File: config.mk
export PLATFORM = sky130hd
export DESIGN_NAME = recip_scale_pipe_flat
export DESIGN_NICKNAME = d
export VERILOG_FILES = /design/src/rtl/recip_scale_pipe_if.sv /design/src/rtl/recip_scale_pipe.sv /design/src/flat_wrapper.sv
export SDC_FILE = /design/constraint.sdc
export NUM_CORES = 2
export LEC_CHECK = 0
export BUFFER_PORTS_ARGS = -buffer_cell sky130_fd_sc_hd__buf_2
export CAP_MARGIN = 10
export CORE_UTILIZATION = 35
export CTS_CLUSTER_SIZE = 10
export DETAILED_ROUTE_END_ITERATION = 10
export HOLD_SLACK_MARGIN = 0.08
export PLACE_DENSITY = 0.53
export SYNTH_ARGS = -nofsm -noshare
export SYNTH_HDL_FRONTEND = slang
export SYNTH_SLANG_ARGS = --single-unit
File: constraint.sdc
create_clock -name clk -period 15.5 [get_ports clk]
set_clock_uncertainty 0.2 [all_clocks]
set_input_delay 1.55 -clock clk [delete_from_list [all_inputs] [get_ports clk]]
set_output_delay 1.55 -clock clk [all_outputs]
set_load 0.1 [all_outputs]
File: src/rtl/recip_scale_pipe_if.sv
`default_nettype none
// ============================================================================
// Module      : recip_scale_pipe_if
// Description : Handshake/data bundle for recip_scale_pipe.
//               Input side : in_valid/in_ready, D, X, One_by_N, in_tag
//               Output side: out_valid/out_ready, Q, out_tag
//               Status     : clamp_err (sticky), clamp_clr (clear)
//               master = upstream/downstream agent, slave = the scaler.
// Revision    : 1.0 - initial release
// ============================================================================
interface recip_scale_pipe_if #(
    parameter int DW   = 32,
    parameter int FRAC = 16,
    parameter int TAGW = 4
);
    logic            in_valid;
    logic            in_ready;
    logic [DW-1:0]   D;
    logic [DW-1:0]   X;
    logic [FRAC:0]   One_by_N;
    logic [TAGW-1:0] in_tag;
    logic            out_valid;
    logic            out_ready;
    logic [DW-1:0]   Q;
    logic [TAGW-1:0] out_tag;
    logic            clamp_err;
    logic            clamp_clr;

    modport master (
        output in_valid, D, X, One_by_N, in_tag, out_ready, clamp_clr,
        input  in_ready, out_valid, Q, out_tag, clamp_err
    );

    modport slave (
        input  in_valid, D, X, One_by_N, in_tag, out_ready, clamp_clr,
        output in_ready, out_valid, Q, out_tag, clamp_err
    );
endinterface
`default_nettype wire

File: src/rtl/recip_scale_pipe.sv
`default_nettype none
// ============================================================================
// Module      : recip_scale_pipe
// Description : Three-stage pipelined decay scaler, Q = floor(D*(1 - 1/N)),
//               with 1/N given as One_by_N in unsigned FRAC-bit fixed point.
//               Valid/ready flow control with a single global advance, a
//               pass-through tag, and a sticky clamp flag for One_by_N > 1.0.
//               Optional macro RECIP_EMA_EN adds the EMA term X*(1/N).
// Ports       : clk, rst (async, active-high)
//               bus (recip_scale_pipe_if.slave): in_valid/in_ready, D, X,
//               One_by_N, in_tag, out_valid/out_ready, Q, out_tag,
//               clamp_err, clamp_clr
// Revision    : 1.0 - initial release
// ============================================================================
module recip_scale_pipe #(
    parameter int DW   = 32,
    parameter int FRAC = 16,
    parameter int TAGW = 4
) (
    input wire                 clk,
    input wire                 rst,
    recip_scale_pipe_if.slave  bus
);
    localparam int c_HW = DW / 2;          // half-word width
    localparam int c_PW = c_HW + FRAC + 1; // partial product width
    localparam int c_SW = DW + FRAC + 1;   // full product width
    localparam logic [FRAC:0] c_ONE = {1'b1, {FRAC{1'b0}}};

    // Stage registers
    logic            r_s1_valid, r_s2_valid, r_s3_valid;
    logic [TAGW-1:0] r_s1_tag, r_s2_tag, r_s3_tag;
    logic [DW-1:0]   r_s1_d;
    logic [FRAC:0]   r_s1_t;
    logic [c_PW-1:0] r_s2_ph, r_s2_pl;
    logic [DW-1:0]   r_s3_q;
    logic            r_clamp_err;

    logic            w_adv;
    logic            w_in_xfer;
    logic            w_over;
    logic [FRAC:0]   w_recip;
    logic [FRAC:0]   w_t;
    logic [c_SW-1:0] w_sum;
    logic            w_unused_bits;

    // The whole pipe moves together: it may shift whenever the output slot
    // is empty or being drained this cycle.
    assign w_adv        = !r_s3_valid || bus.out_ready;
    assign bus.in_ready = w_adv;
    assign w_in_xfer    = bus.in_valid && w_adv;

    assign w_over  = (bus.One_by_N > c_ONE);
    assign w_recip = w_over ? c_ONE : bus.One_by_N;
    assign w_t     = c_ONE - w_recip;

    // Sticky clamp flag; a new clamp event outranks a same-cycle clear.
    always_ff @(posedge clk or posedge rst) begin
        if (rst) begin
            r_clamp_err <= 1'b0;
        end else if (w_in_xfer && w_over) begin
            r_clamp_err <= 1'b1;
        end else if (bus.clamp_clr) begin
            r_clamp_err <= 1'b0;
        end
    end

    // S1: register operands and the complementary factor t
    always_ff @(posedge clk or posedge rst) begin
        if (rst) begin
            r_s1_valid <= 1'b0;
            r_s1_tag   <= '0;
            r_s1_d     <= '0;
            r_s1_t     <= '0;
        end else if (w_adv) begin
            r_s1_valid <= bus.in_valid;
            r_s1_tag   <= bus.in_tag;
            r_s1_d     <= bus.D;
            r_s1_t     <= w_t;
        end
    end

    // S2: half-width partial products keep each multiplier narrow
    always_ff @(posedge clk or posedge rst) begin
        if (rst) begin
            r_s2_valid <= 1'b0;
            r_s2_tag   <= '0;
            r_s2_ph    <= '0;
            r_s2_pl    <= '0;
        end else if (w_adv) begin
            r_s2_valid <= r_s1_valid;
            r_s2_tag   <= r_s1_tag;
            r_s2_ph    <= c_PW'(r_s1_d[DW-1:c_HW]) * c_PW'(r_s1_t);
            r_s2_pl    <= c_PW'(r_s1_d[c_HW-1:0])  * c_PW'(r_s1_t);
        end
    end

`ifdef RECIP_EMA_EN
    // EMA term: X weighted by u = 1.0 - t, which is the clamped 1/N
    logic [DW-1:0]   r_s1_x;
    logic [c_PW-1:0] r_s2_xh, r_s2_xl;
    logic [FRAC:0]   w_u;

    assign w_u = c_ONE - r_s1_t;

    always_ff @(posedge clk or posedge rst) begin
        if (rst) begin
            r_s1_x  <= '0;
            r_s2_xh <= '0;
            r_s2_xl <= '0;
        end else if (w_adv) begin
            r_s1_x  <= bus.X;
            r_s2_xh <= c_PW'(r_s1_x[DW-1:c_HW]) * c_PW'(w_u);
            r_s2_xl <= c_PW'(r_s1_x[c_HW-1:0])  * c_PW'(w_u);
        end
    end

    // D*t + X*u <= max(D,X) * 2^FRAC, so c_SW bits cannot overflow
    assign w_sum = (c_SW'(r_s2_ph) << c_HW) + c_SW'(r_s2_pl)
                 + (c_SW'(r_s2_xh) << c_HW) + c_SW'(r_s2_xl);
    assign w_unused_bits = ^{w_sum[FRAC-1:0], w_sum[c_SW-1]};
`else
    assign w_sum = (c_SW'(r_s2_ph) << c_HW) + c_SW'(r_s2_pl);
    // X is not part of the plain decay datapath
    assign w_unused_bits = ^{w_sum[FRAC-1:0], w_sum[c_SW-1], bus.X};
`endif

    // S3: recombine and drop the fraction bits (floor)
    always_ff @(posedge clk or posedge rst) begin
        if (rst) begin
            r_s3_valid <= 1'b0;
            r_s3_tag   <= '0;
            r_s3_q     <= '0;
        end else if (w_adv) begin
            r_s3_valid <= r_s2_valid;
            r_s3_tag   <= r_s2_tag;
            r_s3_q     <= w_sum[FRAC +: DW];
        end
    end

    assign bus.out_valid = r_s3_valid;
    assign bus.Q         = r_s3_q;
    assign bus.out_tag   = r_s3_tag;
    assign bus.clamp_err = r_clamp_err;

endmodule
`default_nettype wire

File: src/flat_wrapper.sv
// flat-port wrapper written by rule: the top's interface ports become plain ports
module recip_scale_pipe_flat 
#(
    parameter int DW   = 32,
    parameter int FRAC = 16,
    parameter int TAGW = 4
)
  (clk, rst, bus_in_valid, bus_D, bus_X, bus_One_by_N, bus_in_tag, bus_out_ready, bus_clamp_clr, bus_in_ready, bus_out_valid, bus_Q, bus_out_tag, bus_clamp_err);
  recip_scale_pipe_if #(.DW(DW), .FRAC(FRAC), .TAGW(TAGW)) bus_i ();
  input wire clk;
  input wire rst;
  input wire logic [$bits(bus_i.in_valid)-1:0] bus_in_valid;
  input wire logic [$bits(bus_i.D)-1:0] bus_D;
  input wire logic [$bits(bus_i.X)-1:0] bus_X;
  input wire logic [$bits(bus_i.One_by_N)-1:0] bus_One_by_N;
  input wire logic [$bits(bus_i.in_tag)-1:0] bus_in_tag;
  input wire logic [$bits(bus_i.out_ready)-1:0] bus_out_ready;
  input wire logic [$bits(bus_i.clamp_clr)-1:0] bus_clamp_clr;
  output wire logic [$bits(bus_i.in_ready)-1:0] bus_in_ready;
  output wire logic [$bits(bus_i.out_valid)-1:0] bus_out_valid;
  output wire logic [$bits(bus_i.Q)-1:0] bus_Q;
  output wire logic [$bits(bus_i.out_tag)-1:0] bus_out_tag;
  output wire logic [$bits(bus_i.clamp_err)-1:0] bus_clamp_err;
  assign bus_i.in_valid = bus_in_valid;
  assign bus_i.D = bus_D;
  assign bus_i.X = bus_X;
  assign bus_i.One_by_N = bus_One_by_N;
  assign bus_i.in_tag = bus_in_tag;
  assign bus_i.out_ready = bus_out_ready;
  assign bus_i.clamp_clr = bus_clamp_clr;
  assign bus_in_ready = bus_i.in_ready;
  assign bus_out_valid = bus_i.out_valid;
  assign bus_Q = bus_i.Q;
  assign bus_out_tag = bus_i.out_tag;
  assign bus_clamp_err = bus_i.clamp_err;
  recip_scale_pipe #(.DW(DW), .FRAC(FRAC), .TAGW(TAGW)) u_core (.clk(clk), .rst(rst), .bus(bus_i));
endmodule
**Yosys cells after proc, flatten, opt, wreduce, memory -nomap -nowiden**

Index checks and enable logic that the tools add are counted.

- Bits in registers: 162
- Bits in latches: 0
- Memory bits (writable): 0
- Bits in read-only memories: 0
- Input bits: 90
- Output and inout bits: 39
- Memories: 0

- $add $sub $neg: 2
- Multipliers: 2
- Div/mod/pow operators: 0
- Order comparisons: 1
- Eq/ne operators: 0
- Shift operators: 0
- Mux-type cells: 3
- Bitwise logic cells: 0
- Reduce and logical (&&, ||, !) cells: 5

Operators by type and width:

| cell | count |
|---|---|
| $add 48x33->48 | 1 |
| $mul 16x17->33 | 1 |
| $mul 16x17->32 | 1 |
| $gt 17x17->1 const B | 1 |
| $mux 17 | 1 |
| $sub 17x17->17 const A | 1 |
| $logic_and 1x1->1 | 2 |
| $mux 1 | 2 |
| $reduce_bool 2->1 | 1 |
| $logic_not 1->1 | 1 |
| $logic_or 1x1->1 | 1 |

**Logic depth before layout (Yosys ltp)**

- Depth after elaboration: 5
- Gate-level depth with buffers: 23

**Worst setup path before layout**

Ideal clock, no wire load.

- Path type: register -> register
- Start: reg u_core.r_s1_d[7]
- End: reg u_core.r_s2_pl[26]
- Library setup time: 0.137 ns
- Arrival: 5.874 ns
- Data required time: 15.163 ns
- Slack: 9.289 ns
- Stages on the path, launching flop included: 22
- Clock period less this slack: 6.211 ns
- Cell sequence: dfrtp_1 -> clkbuf_1 -> clkbuf_1 -> nand2_1 -> fa_1 -> inv_1 -> fa_1 -> fa_1 -> fa_1 -> fa_1 -> inv_1 -> fa_1 -> inv_1 -> ha_1 -> a21o_1 -> a311oi_1 -> inv_1 -> a2111oi_2 -> o31ai_2 -> a221oi_2 -> xor2_1 -> a21oi_1

- Longest elaborated chain between the ends: 1

RTL lines:

| element | RTL line | source |
|---|---|---|
| start: declaration | recip_scale_pipe.sv:32 | `logic [DW-1:0] r_s1_d;` |
| start signal: assignment | recip_scale_pipe.sv:77 | `r_s1_d <= bus.D;` |
| $mul 16x17->33 | recip_scale_pipe.sv:93 | `r_s2_pl <= c_PW'(r_s1_d[c_HW-1:0]) * c_PW'(r_s1_t);` |
| end signal: assignment | recip_scale_pipe.sv:93 |  |
| end: declaration | recip_scale_pipe.sv:34 | `logic [c_PW-1:0] r_s2_ph, r_s2_pl;` |

Every way passes these cells.
A chain may end at the register's enable or synchronous reset.

**Worst setup path in the final report**

- Start: reg u_core.r_s1_t[7]
- End: reg u_core.r_s2_pl[26]

- Longest elaborated chain between the ends: 1

RTL lines:

| element | RTL line | source |
|---|---|---|
| start: declaration | recip_scale_pipe.sv:33 | `logic [FRAC:0] r_s1_t;` |
| start signal: assignment | recip_scale_pipe.sv:78 | `r_s1_t <= w_t;` |
| $mul 16x17->33 | recip_scale_pipe.sv:93 |  |

Every way passes these cells.

==> summary.txt <==
Final layout
  • Most frequent cells in the layout: 512 x nand2_1, 480 x inv_1, 415 x fa_1
  • Layout Nets: 3484
  • Area growth syn-to-layout: 7.90%
  • Filler Cells Inserted: 6919
  • Proportion of layout cells with a drive suffix above 1: 0.0632
  • Most common cell after layout, fill and taps aside: nand2_1

Routing
  • Avg WL per Cell: 18.1 um
  • Routed WL: 67100 um
  • Vias post-DR: 18600
  • Via density: 5.02
  • Final ANT Viol Nets: 0
  • First-pass DRT Iterations: 5
  • Residual DRC: 0
  • 1st-iter DRT viols: 1106

Floorplanning
  • Core area: 0.0686 mm^2
  • Ports: 129
  • Initial core utilization: 0.354
  • Cell Rows: 96
  • Die area: 0.0704 mm^2
  • Die H: 265 um
  • Die Wd: 265 um

Global routing
  • Initial antenna violation count: 1
  • Largest net degree at the start of global routing: 104
  • Vias in the first global route: 20100
  • Grt met2 use: 0.334
  • GR Overflow Total: 0
  • Grt met3 use: 0.0295
  • First-pass GRT wire length: 112000 um
  • Layer with the highest usage: met2
  • Global-route total usage across every layer: 0.204
  • M1 GR Usage: 0.282

Timing
  • Final hold violations: 0
  • Fin crit share: 0.477
  • Slew margin rel.: 0.239
  • Final setup violation count: 0
  • Final Critical Period: 7.39 ns
  • RSZ-0062 raised after global routing: false
  • Max Fclk: 135 MHz
  • Total negative slack: 0 ns
  • Final Max Slew Viols: 0
  • Actual slew at the worst max-slew pin: 1.13 ns

Min path
  • Hold Crit Depth: 2
  • Worst Hold Launch: u_core.bus.out_tag[1]
  • Hold Path End: u_core.bus.out_tag[1]
  • Worst Hold Class: register to register

Setup path
  • Worst Path Required: 15.64 ns
  • RR Endpoint: u_core.r_s2_pl[26]
  • Crit path DAT: 7.53 ns
  • Worst reg2reg path startpoint: u_core.r_s1_t[7]
  • Kind of critical path: register to register
  • Crit end category: register
  • R2R cell count: 19
  • Setup crit start kind: register
  • Flop-to-flop setup slack: 8.11 ns
  • CP max FO: 33

Clocking
  • CTS tree: built
  • CTS Buf Count: 17
  • # resized after CTS: 0
  • CTS clk-pin slew, worst paths: 0.07 ns
  • H-tree depth: 4
  • Worst skew pair latency: 0.50 ns
  • Max clock buf depth: 2
  • CTS Sinks: 146
  • Number of hold buffers added after cts: 0
  • Postcts setup bufs: 0
  • CTS root buffer: clkbuf_16

Synth
  • Top cell type by total area after synthesis: fa_1
  • Syn nets: 3485
  • Syn Inst Count: 2759
  • Average size of a mapped cell: 8.80 um^2
  • Seq/Total Area, Yosys: 0.151
  • Async set-or-reset flop fraction in the synthesized netlist: 1.00
  • Top_reg_cell synth: dfrtp_1
  • Post-synth EDFFs: 0
  • Largest cells by area after synthesis: fa_1 34%, dfrtp_1 15%, ha_1 11%
  • Syn Std Cell Area: 0.0243 mm^2
  • Synth Register Bits: 146
  • Yosys Warn Count: 0
  • Post-synth top area share: 0.342
  • Synth unique cells: 66

Placement
  • GPL Wtd Cong: 0.845
  • Final HPWL DP: 49100 um
  • Port bufs: 96

Run
  • Max capacitance violation total: 0

Outcome
  • Outcome: completed
## metrics by stage
| step | hold WS (ns) | utilization | setup slack (ns) | area [um^2] | instances |
|---|---|---|---|---|---|
| 6_report | 0.268 | 0.382 | 8.11 | 26200 | 3703 |
| 5_1_grt | 0.300 | 0.382 | 7.83 | 26200 | 3702 |
| 4_1_cts | 0.270 | 0.382 | 8.19 | 26200 | 3702 |
| 3_5_place_dp | 0.255 | 0.373 | 8.20 | 25600 | 3670 |
| 3_3_place_gp | 0.246 | 0.373 | 8.25 | 25600 | 3670 |
| 2_1_floorplan | 0.230 | - | 9.29 | 24300 | 2759 |
## how the worst max path moves through the flow
stage / start / to / slack, ns
after floorplan: u_core.r_s1_d[7] / u_core.r_s2_pl[26] / 9.29
after global placement: u_core.r_s1_t[7] / u_core.r_s2_pl[26] / 8.25
after detailed placement: u_core.r_s1_t[7] / u_core.r_s2_pl[26] / 8.20
after CTS: u_core.r_s1_t[7] / u_core.r_s2_pl[26] / 8.19
after global routing: u_core.r_s1_t[7] / u_core.r_s2_pl[26] / 7.83
final: u_core.r_s1_t[7] / u_core.r_s2_pl[26] / 8.11
## layout make-up
class	instances	area, um^2	share of cell area
Inverter	482	1820	0.0695
Timing Repair Buffer	114	616	0.0235
Multi-Input combinational cell	1997	18300	0.699
Antenna cell	1	2.50	0.0000955
Sequential cell	146	3670	0.140
Clock inverter	15	195	0.00745
Clock buffer	17	425	0.0162
Tap cell	931	1160	0.0445
## cells by family after synthesis
| logic type | share of synthesized area |
|---|---|
| mux | 0.00129 |
| compound gates | 0.0813 |
| xor+xnor | 0.0209 |
| simple gates | 0.194 |
| buf+inv | 0.0958 |
| fa+ha+maj | 0.456 |
| flops | 0.151 |
## sequential cells by signal (all words and copies together), names as in the netlist
name and count:
u_core.bus.Q 32, u_core.r_s1_d 32, u_core.r_s2_ph 32, u_core.r_s1_t 17, u_core.r_s2_pl 17, u_core.bus.out_tag 4, u_core.r_s1_tag 4, u_core.r_s2_tag 4
u_core.bus.clamp_err 1, u_core.bus.out_valid 1, u_core.r_s1_valid 1, u_core.r_s2_valid 1
## synth_stat cells, types with 5 or more instances
cell	count
xor2_1	25
nand4_1	12
o211ai_1	5
nor2b_1	6
nor3_1	27
nand2_1	512
dfrtp_1	146
and3_1	12
o31ai_1	24
a211oi_1	14
a21o_1	27
nor2_1	98
nand2b_1	10
fa_1	415
buf_1	9
o21ai_0	40
or3_1	7
a21oi_1	91
o21ai_1	8
a31oi_1	30
o21a_1	9
and2_1	260
ha_1	221
nand3_1	17
xnor2_1	33
o22ai_1	6
clkbuf_1	122
or4_1	15
inv_1	482
## metal layers
layer,share of wire,up-vias
met5,0,-
met4,0.015,0
met3,0.050,57
met2,0.48,435
met1,0.46,9547
li1,-,8548
## critical path, cell delays in order (launching register included)
cell and delay [ns]:
dfrtp_2 1.01, nand2_1 0.18, fa_1 0.58, inv_1 0.05, fa_1 0.56, fa_1 0.43
fa_1 0.46, fa_1 0.49, inv_1 0.05, fa_1 0.47, inv_1 0.04, ha_1 0.35
a21o_1 0.22, a311oi_1 0.25, inv_1 0.08, a2111oi_2 0.74, o31ai_2 0.26, a221oi_2 0.39
xor2_1 0.28, a21oi_1 0.11
Power is left out: the tool's default activity adds up to more than one toggle a clock period on the data nets, which glitch-free logic cannot reach.
